### src/rtl/hazard_pkg.sv
// Shared types for the hazard/forwarding controller.
//   slot_t  : one in-flight write tracked between EX and WB
//   state_t : halt-drain FSM states
//   DST_W   : stored destination width (covers register files up to 256 entries)
package hazard_pkg;

  localparam int unsigned DST_W = 8;

  localparam logic [DST_W-1:0] ZERO_REG = '0;

  typedef struct packed {
    logic             v;
    logic             we;
    logic [DST_W-1:0] dst;
    logic             load;
    logic             hlt;
  } slot_t;

  typedef enum logic [1:0] {
    ST_RUN    = 2'd0,
    ST_DRAIN  = 2'd1,
    ST_HALTED = 2'd2
  } state_t;

endpackage

### src/rtl/hazard_fwd_ctrl_if.sv
// Pipeline <-> hazard controller bundle.
//   ID decode info, EX branch/cancel info  : pipeline -> controller
//   stall/flush/bubble, forward selects,
//   halt flag, load-use stall counter      : controller -> pipeline
interface hazard_fwd_ctrl_if #(
  parameter int unsigned AW    = 4,
  parameter int unsigned SW    = 2,
  parameter int unsigned CNT_W = 16
);

  logic             id_valid;
  logic [AW-1:0]    id_rs;
  logic [AW-1:0]    id_rt;
  logic             id_rs_used;
  logic             id_rt_used;
  logic             id_we;
  logic [AW-1:0]    id_dst;
  logic             id_load;
  logic             id_hlt;
  logic             br_taken;
  logic             wr_cancel;

  logic             stall_pc;
  logic             stall_ifid;
  logic             flush_ifid;
  logic             bubble_idex;
  logic [SW-1:0]    fwd_a;
  logic [SW-1:0]    fwd_b;
  logic             hlt;
  logic [CNT_W-1:0] stall_cnt;

  modport master (
    output id_valid, id_rs, id_rt, id_rs_used, id_rt_used, id_we, id_dst,
           id_load, id_hlt, br_taken, wr_cancel,
    input  stall_pc, stall_ifid, flush_ifid, bubble_idex, fwd_a, fwd_b,
           hlt, stall_cnt
  );

  modport slave (
    input  id_valid, id_rs, id_rt, id_rs_used, id_rt_used, id_we, id_dst,
           id_load, id_hlt, br_taken, wr_cancel,
    output stall_pc, stall_ifid, flush_ifid, bubble_idex, fwd_a, fwd_b,
           hlt, stall_cnt
  );

endinterface

### src/rtl/fwd_select.sv
// Priority match of one EX source register against scoreboard slots 1..DEPTH-1.
//   slots    : scoreboard contents (slot 0 = EX, never a forwarding source)
//   src      : EX source register address
//   src_used : EX instruction actually reads src
//   sel_c    : youngest qualifying slot index, 0 when none qualifies
module fwd_select
  import hazard_pkg::*;
#(
  parameter int unsigned AW          = 4,
  parameter int unsigned DEPTH       = 3,
  parameter int unsigned LD_FWD_SLOT = 2,
  parameter int unsigned SW          = $clog2(DEPTH)
) (
  input  slot_t         slots [DEPTH],
  input  logic [AW-1:0] src,
  input  logic          src_used,
  output logic [SW-1:0] sel_c
);

  // Scan oldest to youngest so the youngest match is the last one written.
  // Load data exists only from LD_FWD_SLOT onwards.
  always_comb begin
    sel_c = '0;
    for (int k = int'(DEPTH) - 1; k >= 1; k--) begin
      if (slots[k].v && slots[k].we && src_used &&
          (slots[k].dst == DST_W'(src)) && (slots[k].dst != ZERO_REG) &&
          (!slots[k].load || (k >= int'(LD_FWD_SLOT))))
        sel_c = SW'(k);
    end
  end

  // Slot 0 and the halt markers play no part in forwarding.
  logic unused_bits;
  always_comb begin
    unused_bits = ^slots[0];
    for (int k = 1; k < int'(DEPTH); k++)
      unused_bits = unused_bits ^ slots[k].hlt;
  end

endmodule

### src/rtl/hazard_fwd_ctrl.sv
// Hazard, forwarding and halt-drain controller.
//   clk, rst : clock, synchronous active-high reset
//   bus      : slave side of hazard_fwd_ctrl_if
//     in  : ID decode info, br_taken and wr_cancel from EX
//     out : stall_pc/stall_ifid/flush_ifid/bubble_idex (combinational),
//           fwd_a/fwd_b (from registered scoreboard), hlt, stall_cnt
module hazard_fwd_ctrl
  import hazard_pkg::*;
#(
  parameter int unsigned NREG        = 16,
  parameter int unsigned AW          = $clog2(NREG),
  parameter int unsigned DEPTH       = 3,
  parameter int unsigned LD_FWD_SLOT = 2,
  parameter int unsigned SW          = $clog2(DEPTH),
  parameter int unsigned CNT_W       = 16
) (
  input  logic             clk,
  input  logic             rst,
  hazard_fwd_ctrl_if.slave bus
);

  slot_t            slots [DEPTH];
  logic [AW-1:0]    ex_rs;
  logic [AW-1:0]    ex_rt;
  logic             ex_rs_used;
  logic             ex_rt_used;
  state_t           state;
  state_t           state_nxt;
  logic [CNT_W-1:0] stall_cnt_q;

  logic             luse_c;
  logic             advance_c;
  logic             take_id_c;
  logic             stall_c;
  logic             flush_c;
  logic             bubble_c;
  logic             halted_c;
  logic             count_stall_c;
  slot_t            id_slot_c;
  slot_t            slot0_adv_c;
  logic [SW-1:0]    sel_a_c;
  logic [SW-1:0]    sel_b_c;

  // Load-use: a load still too young to forward feeds a source read in ID.
  always_comb begin
    luse_c = 1'b0;
    for (int k = 0; k < int'(LD_FWD_SLOT) - 1; k++) begin
      if (slots[k].v && slots[k].load && slots[k].we && (slots[k].dst != ZERO_REG) &&
          ((bus.id_rs_used && (slots[k].dst == DST_W'(bus.id_rs))) ||
           (bus.id_rt_used && (slots[k].dst == DST_W'(bus.id_rt)))))
        luse_c = 1'b1;
    end
    luse_c = luse_c & bus.id_valid;
  end

  // Halt FSM and pipeline control; flush beats load-use and halt entry.
  always_comb begin
    state_nxt     = state;
    advance_c     = 1'b0;
    take_id_c     = 1'b0;
    stall_c       = 1'b0;
    flush_c       = 1'b0;
    bubble_c      = 1'b0;
    halted_c      = 1'b0;
    count_stall_c = 1'b0;
    unique case (state)
      ST_RUN: begin
        advance_c = 1'b1;
        if (bus.br_taken) begin
          flush_c  = 1'b1;
          bubble_c = 1'b1;
        end else if (luse_c) begin
          stall_c       = 1'b1;
          bubble_c      = 1'b1;
          count_stall_c = 1'b1;
        end else begin
          take_id_c = bus.id_valid;
          if (bus.id_valid && bus.id_hlt)
            state_nxt = ST_DRAIN;
        end
      end
      ST_DRAIN: begin
        advance_c = 1'b1;
        stall_c   = 1'b1;
        bubble_c  = 1'b1;
        // The halt reaches the WB slot on this same edge.
        if (slots[DEPTH-2].hlt)
          state_nxt = ST_HALTED;
      end
      ST_HALTED: begin
        stall_c  = 1'b1;
        bubble_c = 1'b1;
        halted_c = 1'b1;
      end
      default: state_nxt = ST_RUN;
    endcase
  end

  // Slot images for the next advance.
  always_comb begin
    id_slot_c      = '0;
    id_slot_c.v    = 1'b1;
    id_slot_c.we   = bus.id_we;
    id_slot_c.dst  = DST_W'(bus.id_dst);
    id_slot_c.load = bus.id_load;
    id_slot_c.hlt  = bus.id_hlt;
    slot0_adv_c    = slots[0];
    slot0_adv_c.we = slots[0].we & ~bus.wr_cancel;
  end

  // Scoreboard, EX source registers, FSM state and stall counter.
  always_ff @(posedge clk) begin
    if (rst) begin
      for (int k = 0; k < int'(DEPTH); k++)
        slots[k] <= '0;
      ex_rs       <= '0;
      ex_rt       <= '0;
      ex_rs_used  <= 1'b0;
      ex_rt_used  <= 1'b0;
      state       <= ST_RUN;
      stall_cnt_q <= '0;
    end else begin
      state <= state_nxt;
      if (advance_c) begin
        for (int k = int'(DEPTH) - 1; k >= 2; k--)
          slots[k] <= slots[k-1];
        slots[1] <= slot0_adv_c;
        if (take_id_c) begin
          slots[0]   <= id_slot_c;
          ex_rs      <= bus.id_rs;
          ex_rt      <= bus.id_rt;
          ex_rs_used <= bus.id_rs_used;
          ex_rt_used <= bus.id_rt_used;
        end else begin
          slots[0]   <= '0;
          ex_rs      <= '0;
          ex_rt      <= '0;
          ex_rs_used <= 1'b0;
          ex_rt_used <= 1'b0;
        end
      end
      if (count_stall_c && (stall_cnt_q != {CNT_W{1'b1}}))
        stall_cnt_q <= stall_cnt_q + CNT_W'(1);
    end
  end

  fwd_select #(
    .AW          (AW),
    .DEPTH       (DEPTH),
    .LD_FWD_SLOT (LD_FWD_SLOT),
    .SW          (SW)
  ) u_fwd_a (
    .slots    (slots),
    .src      (ex_rs),
    .src_used (ex_rs_used),
    .sel_c    (sel_a_c)
  );

  fwd_select #(
    .AW          (AW),
    .DEPTH       (DEPTH),
    .LD_FWD_SLOT (LD_FWD_SLOT),
    .SW          (SW)
  ) u_fwd_b (
    .slots    (slots),
    .src      (ex_rt),
    .src_used (ex_rt_used),
    .sel_c    (sel_b_c)
  );

  // A frozen scoreboard must not steer EX operands.
  assign bus.fwd_a       = halted_c ? '0 : sel_a_c;
  assign bus.fwd_b       = halted_c ? '0 : sel_b_c;
  assign bus.stall_pc    = stall_c;
  assign bus.stall_ifid  = stall_c;
  assign bus.flush_ifid  = flush_c;
  assign bus.bubble_idex = bubble_c;
  assign bus.hlt         = halted_c;
  assign bus.stall_cnt   = stall_cnt_q;

endmodule

### src/flat_wrapper.sv
// flat-port wrapper written by rule: the top's interface ports become plain ports
module hazard_fwd_ctrl_flat import hazard_pkg::*;
#(
  parameter int unsigned NREG        = 16,
  parameter int unsigned AW          = $clog2(NREG),
  parameter int unsigned DEPTH       = 3,
  parameter int unsigned LD_FWD_SLOT = 2,
  parameter int unsigned SW          = $clog2(DEPTH),
  parameter int unsigned CNT_W       = 16
)
  (clk, rst, bus_id_valid, bus_id_rs, bus_id_rt, bus_id_rs_used, bus_id_rt_used, bus_id_we, bus_id_dst, bus_id_load, bus_id_hlt, bus_br_taken, bus_wr_cancel, bus_stall_pc, bus_stall_ifid, bus_flush_ifid, bus_bubble_idex, bus_fwd_a, bus_fwd_b, bus_hlt, bus_stall_cnt);
  hazard_fwd_ctrl_if #(.AW(AW), .SW(SW), .CNT_W(CNT_W)) bus_i ();
  input  logic clk;
  input  logic rst;
  input wire logic [$bits(bus_i.id_valid)-1:0] bus_id_valid;
  input wire logic [$bits(bus_i.id_rs)-1:0] bus_id_rs;
  input wire logic [$bits(bus_i.id_rt)-1:0] bus_id_rt;
  input wire logic [$bits(bus_i.id_rs_used)-1:0] bus_id_rs_used;
  input wire logic [$bits(bus_i.id_rt_used)-1:0] bus_id_rt_used;
  input wire logic [$bits(bus_i.id_we)-1:0] bus_id_we;
  input wire logic [$bits(bus_i.id_dst)-1:0] bus_id_dst;
  input wire logic [$bits(bus_i.id_load)-1:0] bus_id_load;
  input wire logic [$bits(bus_i.id_hlt)-1:0] bus_id_hlt;
  input wire logic [$bits(bus_i.br_taken)-1:0] bus_br_taken;
  input wire logic [$bits(bus_i.wr_cancel)-1:0] bus_wr_cancel;
  output wire logic [$bits(bus_i.stall_pc)-1:0] bus_stall_pc;
  output wire logic [$bits(bus_i.stall_ifid)-1:0] bus_stall_ifid;
  output wire logic [$bits(bus_i.flush_ifid)-1:0] bus_flush_ifid;
  output wire logic [$bits(bus_i.bubble_idex)-1:0] bus_bubble_idex;
  output wire logic [$bits(bus_i.fwd_a)-1:0] bus_fwd_a;
  output wire logic [$bits(bus_i.fwd_b)-1:0] bus_fwd_b;
  output wire logic [$bits(bus_i.hlt)-1:0] bus_hlt;
  output wire logic [$bits(bus_i.stall_cnt)-1:0] bus_stall_cnt;
  assign bus_i.id_valid = bus_id_valid;
  assign bus_i.id_rs = bus_id_rs;
  assign bus_i.id_rt = bus_id_rt;
  assign bus_i.id_rs_used = bus_id_rs_used;
  assign bus_i.id_rt_used = bus_id_rt_used;
  assign bus_i.id_we = bus_id_we;
  assign bus_i.id_dst = bus_id_dst;
  assign bus_i.id_load = bus_id_load;
  assign bus_i.id_hlt = bus_id_hlt;
  assign bus_i.br_taken = bus_br_taken;
  assign bus_i.wr_cancel = bus_wr_cancel;
  assign bus_stall_pc = bus_i.stall_pc;
  assign bus_stall_ifid = bus_i.stall_ifid;
  assign bus_flush_ifid = bus_i.flush_ifid;
  assign bus_bubble_idex = bus_i.bubble_idex;
  assign bus_fwd_a = bus_i.fwd_a;
  assign bus_fwd_b = bus_i.fwd_b;
  assign bus_hlt = bus_i.hlt;
  assign bus_stall_cnt = bus_i.stall_cnt;
  hazard_fwd_ctrl #(.NREG(NREG), .AW(AW), .DEPTH(DEPTH), .LD_FWD_SLOT(LD_FWD_SLOT), .SW(SW), .CNT_W(CNT_W)) u_core (.clk(clk), .rst(rst), .bus(bus_i));
endmodule
### config.mk
export PLATFORM = sky130hd
export DESIGN_NAME = hazard_fwd_ctrl_flat
export DESIGN_NICKNAME = d
export VERILOG_FILES = /design/src/rtl/hazard_pkg.sv /design/src/rtl/hazard_fwd_ctrl_if.sv /design/src/rtl/fwd_select.sv /design/src/rtl/hazard_fwd_ctrl.sv /design/src/flat_wrapper.sv
export SDC_FILE = /design/constraint.sdc
export NUM_CORES = 1
export LEC_CHECK = 0
export ABC_AREA = 1
export CELL_PAD_IN_SITES_DETAIL_PLACEMENT = 1
export CELL_PAD_IN_SITES_GLOBAL_PLACEMENT = 1
export CORE_AREA = 2 2 81 103
export DETAILED_ROUTE_END_ITERATION = 6
export DIE_AREA = 0 0 83 105
export PLACE_DENSITY_LB_ADDON = 0.1
export SYNTH_ARGS = -nofsm -noshare
export SYNTH_HDL_FRONTEND = slang
export SYNTH_SLANG_ARGS = --single-unit
### constraint.sdc
create_clock -name clk -period 2.8 [get_ports clk]
set_input_delay 0.56 -clock clk [delete_from_list [all_inputs] [get_ports clk]]
set_output_delay 0.56 -clock clk [all_outputs]
set_load 0.01 [all_outputs]
---- Yosys cells after proc, flatten, opt, wreduce, memory -nomap -nowiden ----
Index checks and enable logic that the tools add are counted.
storage, ports and cells
  output and inout bits ................... 25
  bits of input ports ..................... 22
  register bits ........................... 62
cells by class
  reduce and logical (&&, ||, !) cells .... 33
  equal/unequal tests ..................... 13
  add/subtract/negate cells ............... 1
  bitwise logic cells ..................... 4
  multiplexer cells ....................... 30
operator list
  cell                   number
  $eq 8x4->1             6
  $logic_and 1x1->1      24
  $reduce_bool 8->1      3
  $mux 2                 10
  $add 16x1->16 const B  1
  $ne 16x16->1 const B   1
  $mux 1                 14
  $mux 12                1
  $mux 4                 2
  $pmux 2 s3             1
  $reduce_and 5->1       1
  $ne 2x1->1 const B     2
  $ne 2x2->1 const B     2
  $pmux 1 s2             2
  $reduce_or 2->1        2
  $and 1x1->1            2
  $eq 2x1->1 const B     1
  $eq 2x2->1 const B     1
  $logic_not 2->1        1
  $not 1->1              2
  $logic_not 1->1        1
  $logic_or 1x1->1       1

---- Depth between registers and ports, before layout ----
  word-level depth ........................ 10
  depth in mapped cells ................... 12

---- By module ----
A second synthesis with hierarchy kept.
unflattened totals
  cells, all modules ...................... 455
  area, all modules ....................... 2872.8 sq um
modules (own cells, without submodules)
  module           area each (sq um)  cells an instance  times used
  hazard_fwd_ctrl  2387.3             343                1
  fwd_select       242.7              56                 2

---- Worst setup path after synthesis ----
Ideal clock, no wire load.
  path kind ............................... reg2out
  from .................................... register u_core.state[0]
  to ...................................... output bus_stall_pc
  data arrival time ....................... 1.769 ns
  slack ................................... 0.471 ns
  stages on the path, launching flop included .. 10
  cell sequence ........................... dfxtp_1 inv_1 ha_1 nand2_1 nor2_1 buf_2 buf_2 nand3_1 a21oi_1 buf_4
between the ends
  word-level cells in the longest chain between the ends .. 3
  elaborated cells between the ends (all ways) .. 5
  those cells by class .................... 2 x eq/ne; 1 x mux; 2 x reduce/logical
ends and longest elaborated chain
  element                                          RTL line                RTL
  start: declaration                               hazard_fwd_ctrl.sv:27   state_t state;
  start signal: assignment                         hazard_fwd_ctrl.sv:123  state <= state_nxt;
  $eq 2x2->1 / $eq 2x1->1 (equally long branches)  hazard_fwd_ctrl.sv:66   unique case (state)
  $reduce_or 2->1 (no source line)                 -
  $pmux 1 s2 *                                     hazard_fwd_ctrl.sv:66
  end: declaration                                 flat_wrapper.sv:26      output wire logic [$bits(bus_i.stall_pc)-1:0] bus_stall_pc;
Mark *: on every way between the ends. The rest lies on a longest branch, timed or not.

---- Worst setup path after layout ----
  from .................................... input bus_id_rt[3]
  to ...................................... output bus_stall_pc
between the ends
  word-level cells in the longest chain between the ends .. 9
ends and longest elaborated chain
  element             RTL line               RTL
  start: declaration  flat_wrapper.sv:17     input wire logic [$bits(bus_i.id_rt)-1:0] bus_id_rt;
  $eq 8x4->1          hazard_fwd_ctrl.sv:50  (bus.id_rt_used && (slots[k].dst == DST_W'(bus.id_rt)))))
  $logic_and 1x1->1   hazard_fwd_ctrl.sv:50
  $logic_or 1x1->1    hazard_fwd_ctrl.sv:49  ((bus.id_rs_used && (slots[k].dst == DST_W'(bus.id_rs))) ||
  $logic_and 1x1->1   hazard_fwd_ctrl.sv:48  if (slots[k].v && slots[k].load && slots[k].we && (slots[k].dst != ZERO_REG) &&
  $mux 1              hazard_fwd_ctrl.sv:48
  $and 1x1->1         hazard_fwd_ctrl.sv:53  luse_c = luse_c & bus.id_valid;
  $mux 1              hazard_fwd_ctrl.sv:72  end else if (luse_c) begin
  $mux 1              hazard_fwd_ctrl.sv:69  if (bus.br_taken) begin
  $pmux 1 s2          hazard_fwd_ctrl.sv:66
Every way passes these cells.

==> results summary <==
The mean post-synth cell area is 6.91 sq um. The post-layout instance area is 3360 sq um. The cell count after placement came out at slightly above 500.

The kind of cell with the highest combined delay along the critical path is buffers and inverters. The routability congestion estimate came out at between 0.8 and 0.9. The number of sinks driven by the clock tree came out at 50. For this run, design rule violations remaining after detail routing come to 0.

The number of nets in the final layout is 456. The via total after detailed routing came out at between 2000 and 3000. The cell area after synthesis is 2640 sq um. Clock-pin slew was measured on the worst setup and hold paths at 0.09 ns. For this run, the leading register cell type out of synthesis is dfxtp_1. The first global-routing pass estimated around 13 mm of wire. The worst-path maximum fanout came out at 3. In this run the most critical hold path is launched from u_core.ex_rs_used. The share of Yosys cell area claimed by the top area cell type is 0.379. The detail-routed via count per cell is between 4 and 5. The number of global-route vias before repair came out at around 2700. The number of standard cells in the layout, taps in and fillers out came out at around 530.

The worst hold path was traced through 2 stages. For the worst setup path, the data required time is about 2.2 ns. The worst setup path is launched from an input port. The diode insertion count for antenna repair came out at 0. In this run the critical register-to-register path is launched from u_core.state[0].

The register-to-register path setup slack is 0.81 ns. The run finished with clean final reports. The post-synthesis sequential element count came out at 50. The area added between synthesis and finish is 27.4%. The upper clock frequency limit came out at roughly 380 MHz.

Measured in cells, the most critical reg-to-reg path has a length of 10. The number of hold buffers added after CTS came out at 0. The number of antenna violations at the first check in global routing came out at 0.

The number of slew-limit violations in the final report came to 0. During synthesis, Yosys emitted a total of 0 warnings. The number of detailed-route iterations in the first pass came out at 4.

The number of buffers added on ports came out at 46. The worst-path cell with the longest stage delay is clkdlybuf4s50_1. The total area of multi-input combinational cells is between 1000 and 1500 sq um. In this run the power density over the cells is 469 nW/um^2. The post-synthesis cell count is ~380. The synthesized design contains 0 enable-type register cells. The I/O pin total is 47. After synthesis, the cell types taking the most area are dfxtp_1 (38%), nand2_1 (11%), a21oi_1 (8.3%). The global-route usage over all layers came out at 0.176. The maximum vdd ir drop is 0.000326 V.

The number of buffers created by CTS is 5. The clock tree from TritonCTS is built. For this run, the register share of the synthesized area comes to 0.379. The hold violation count in the final report is 0.

In the final routed layout, each cell accounts on average for 14.3 um. The sequential cell area in the final layout came out at around 1000 sq um. The die covers 8720 sq um.

The post-cts gate resize count came out at 4. The layout cell share with drive strength beyond 1 came out at 0.0884. Setup repair after global routing left no endpoint under its margin. Dividing the final minimum period by the clock period gives 0.941. The worst slew margin relative to its limit is 0.701. In this run the core area contains 36 standard-cell rows. Summed over all layers, the global routing overflow is 0. In this run the critical register-to-register path is captured at u_core.bus.stall_cnt[15]. On the worst path, the slowest cell contributes a delay of 0.50 ns. The height of the die is approximately 110 um. The post-synth net total came out at 409. The largest clock skew in the final design is 0.00615 ns.

At the worst endpoint, the arrival time is 2.08 ns. The kind of capture point of the worst setup path is a primary output. The die is slightly above 80 um wide. The initial standard-cell utilization of the core is 0.343. The slew at the pin closest to its max-slew limit is 0.447 ns. The signal on the critical path passes through clkdlybuf4s50_1, inv_1, nand2_1, nand2_1, nor2_1, nand3_1, nand2_2, nand3_1, a21oi_1, dlygate4sd2_1. In this run, the number of DRC markers left after iteration 0 of detailed routing was ~110. The path with the worst hold slack has its endpoint at u_core.ex_rs_used. The worst min-delay path class is flop to flop. The post-detailed-placement half-perimeter wirelength is 5.78 mm. The number of inserted filler cells in the final layout came out at 985. The number of routed nets with antenna violations is 0.

The level count of the clock H-tree is 2. Counting along the longest clock path gives a buffer depth of 2. The tool flagged a number of max-cap violations equal to 0. The leakage power summed over all cells came out at 0.00130 uW. The worst hold slack after final layout came out at 0.475 ns.

For this block, the routed nets add up to 7.50 mm of wire. Counting flops with an async set or reset pin after synthesis yields a share of 0. The number of buffers inserted to repair setup after CTS came out at 0.

The critical path is of the input port to primary output type. The number of buffers and inverters on the critical path came out at 3. The maximum number of pins on one net before global-route repair is 23.

The placed instance area is around 3200 sq um. The clock period minus worst slack came out at 2.64 ns. The cell taking the most area after synthesis is dfxtp_1. The distinct cell type count after synthesis came out at 35. In this run the clock root is driven by a clkbuf_8. The area of the core is 7700 sq um.

The source-to-sink clock delay at the later pin of the worst-skew pair came out at 0.30 ns. The setup-violating endpoint count in the final report came out at 0.
registers in the layout, summed over array words and instances, names as in the netlist:
register and cells:
u_core.state 2, u_core.bus.stall_cnt 16, u_core.ex_rt 4, u_core.ex_rt_used 1, u_core.ex_rs_used 1, u_core.ex_rs 4, u_core.slots 15, u_core.slot0_adv_c 7
metal layers:
| metal | vias to the layer above | track usage | wire (um) |
|---|---|---|---|
| met2 | 35 | 0.342 | 4050 |
| met5 | - | 0 | 0 |
| li1 | 1339 | - | - |
| met1 | 1223 | 0.193 | 3160 |
| met3 | 7 | 0.0292 | 186 |
| met4 | 0 | 0.0527 | 105 |
where the power goes:
group	switching, uW	total, uW	internal (uW)
Combinational	117	208	90.7
Clock	248	606	358
Sequential	26.7	763	736
Total	391	1580	1190
cell families after synthesis:
logic type	count (synthesis)	synth area share
compound gates	73	0.152
xor+xnor	11	0.0365
fa+ha+maj	5	0.0237
buf+inv	56	0.0867
flops	50	0.379
simple gates	187	0.322
how the worst max path moves through the flow:
stage	startpoint	to	slack, ns	cells past startpoint
floorplan	u_core.state[0]	bus_stall_pc	0.47	9
global placement	bus_id_rt[1]	bus_stall_pc	-0.07	10
detailed placement	bus_id_rt[0]	bus_stall_pc	-0.14	10
CTS	u_core.state[0]	bus_fwd_a[1]	0.03	8
global route	bus_id_rt[0]	bus_stall_pc	0.04	10
finish	bus_id_rt[3]	bus_stall_pc	0.16	10
cells in the mapped netlist (2+ instances only):
| cell | n |
|---|---|
| nand2_1 | 75 |
| nor2_1 | 51 |
| dfxtp_1 | 50 |
| a21oi_1 | 44 |
| inv_1 | 38 |
| nand3_1 | 35 |
| o21ai_0 | 20 |
| xnor2_1 | 8 |
| clkbuf_1 | 7 |
| nand4_1 | 6 |
| ha_1 | 5 |
| inv_2 | 4 |
| nor2_4 | 4 |
| a221oi_1 | 3 |
| buf_2 | 3 |
| nand2_2 | 3 |
| nor4_1 | 3 |
| xor2_1 | 3 |
| buf_4 | 2 |
| nor2_2 | 2 |
| or2_2 | 2 |
layout by cell type (no fill, tap or decap), drive strengths merged, types with 3 or more instances in the layout:
cell type      instances
a21oi                 44
a221oi                 3
buf                    8
clkbuf                 5
clkdlybuf4s50         42
dfxtp                 50
dlygate4sd2            3
ha                     5
inv                   42
nand2                 78
nand3                 35
nand4                  7
nor2                  57
nor4                   3
o21ai                 21
xnor2                  8
xor2                   3
worst min-delay path: stages (launching register included):
cell and delay (ns):
dfxtp_1 0.32, nand2_1 0.06, a21oi_1 0.05
metrics by stage:
step	utilization	TNS [ns]	setup WS (ns)	power [uW]
5_1_grt	0.437	0	0.0425	1650
3_3_place_gp	0.417	-0.161	-0.0667	986
4_1_cts	0.435	0	0.0289	1600
3_5_place_dp	0.417	-0.337	-0.142	990
6_report	0.437	0	0.165	1580
2_1_floorplan	-	0	0.471	898
final cells by class:
class                   instances  area share
clock buffers                   5      0.0205
clock inverters                 3      0.0205
inverters                      42      0.0469
multi-input cells             276       0.425
flip-flops and latches         50       0.298
well taps                      95      0.0353
repair buffers                 54       0.154
Power figures use the tool's default switching activity.
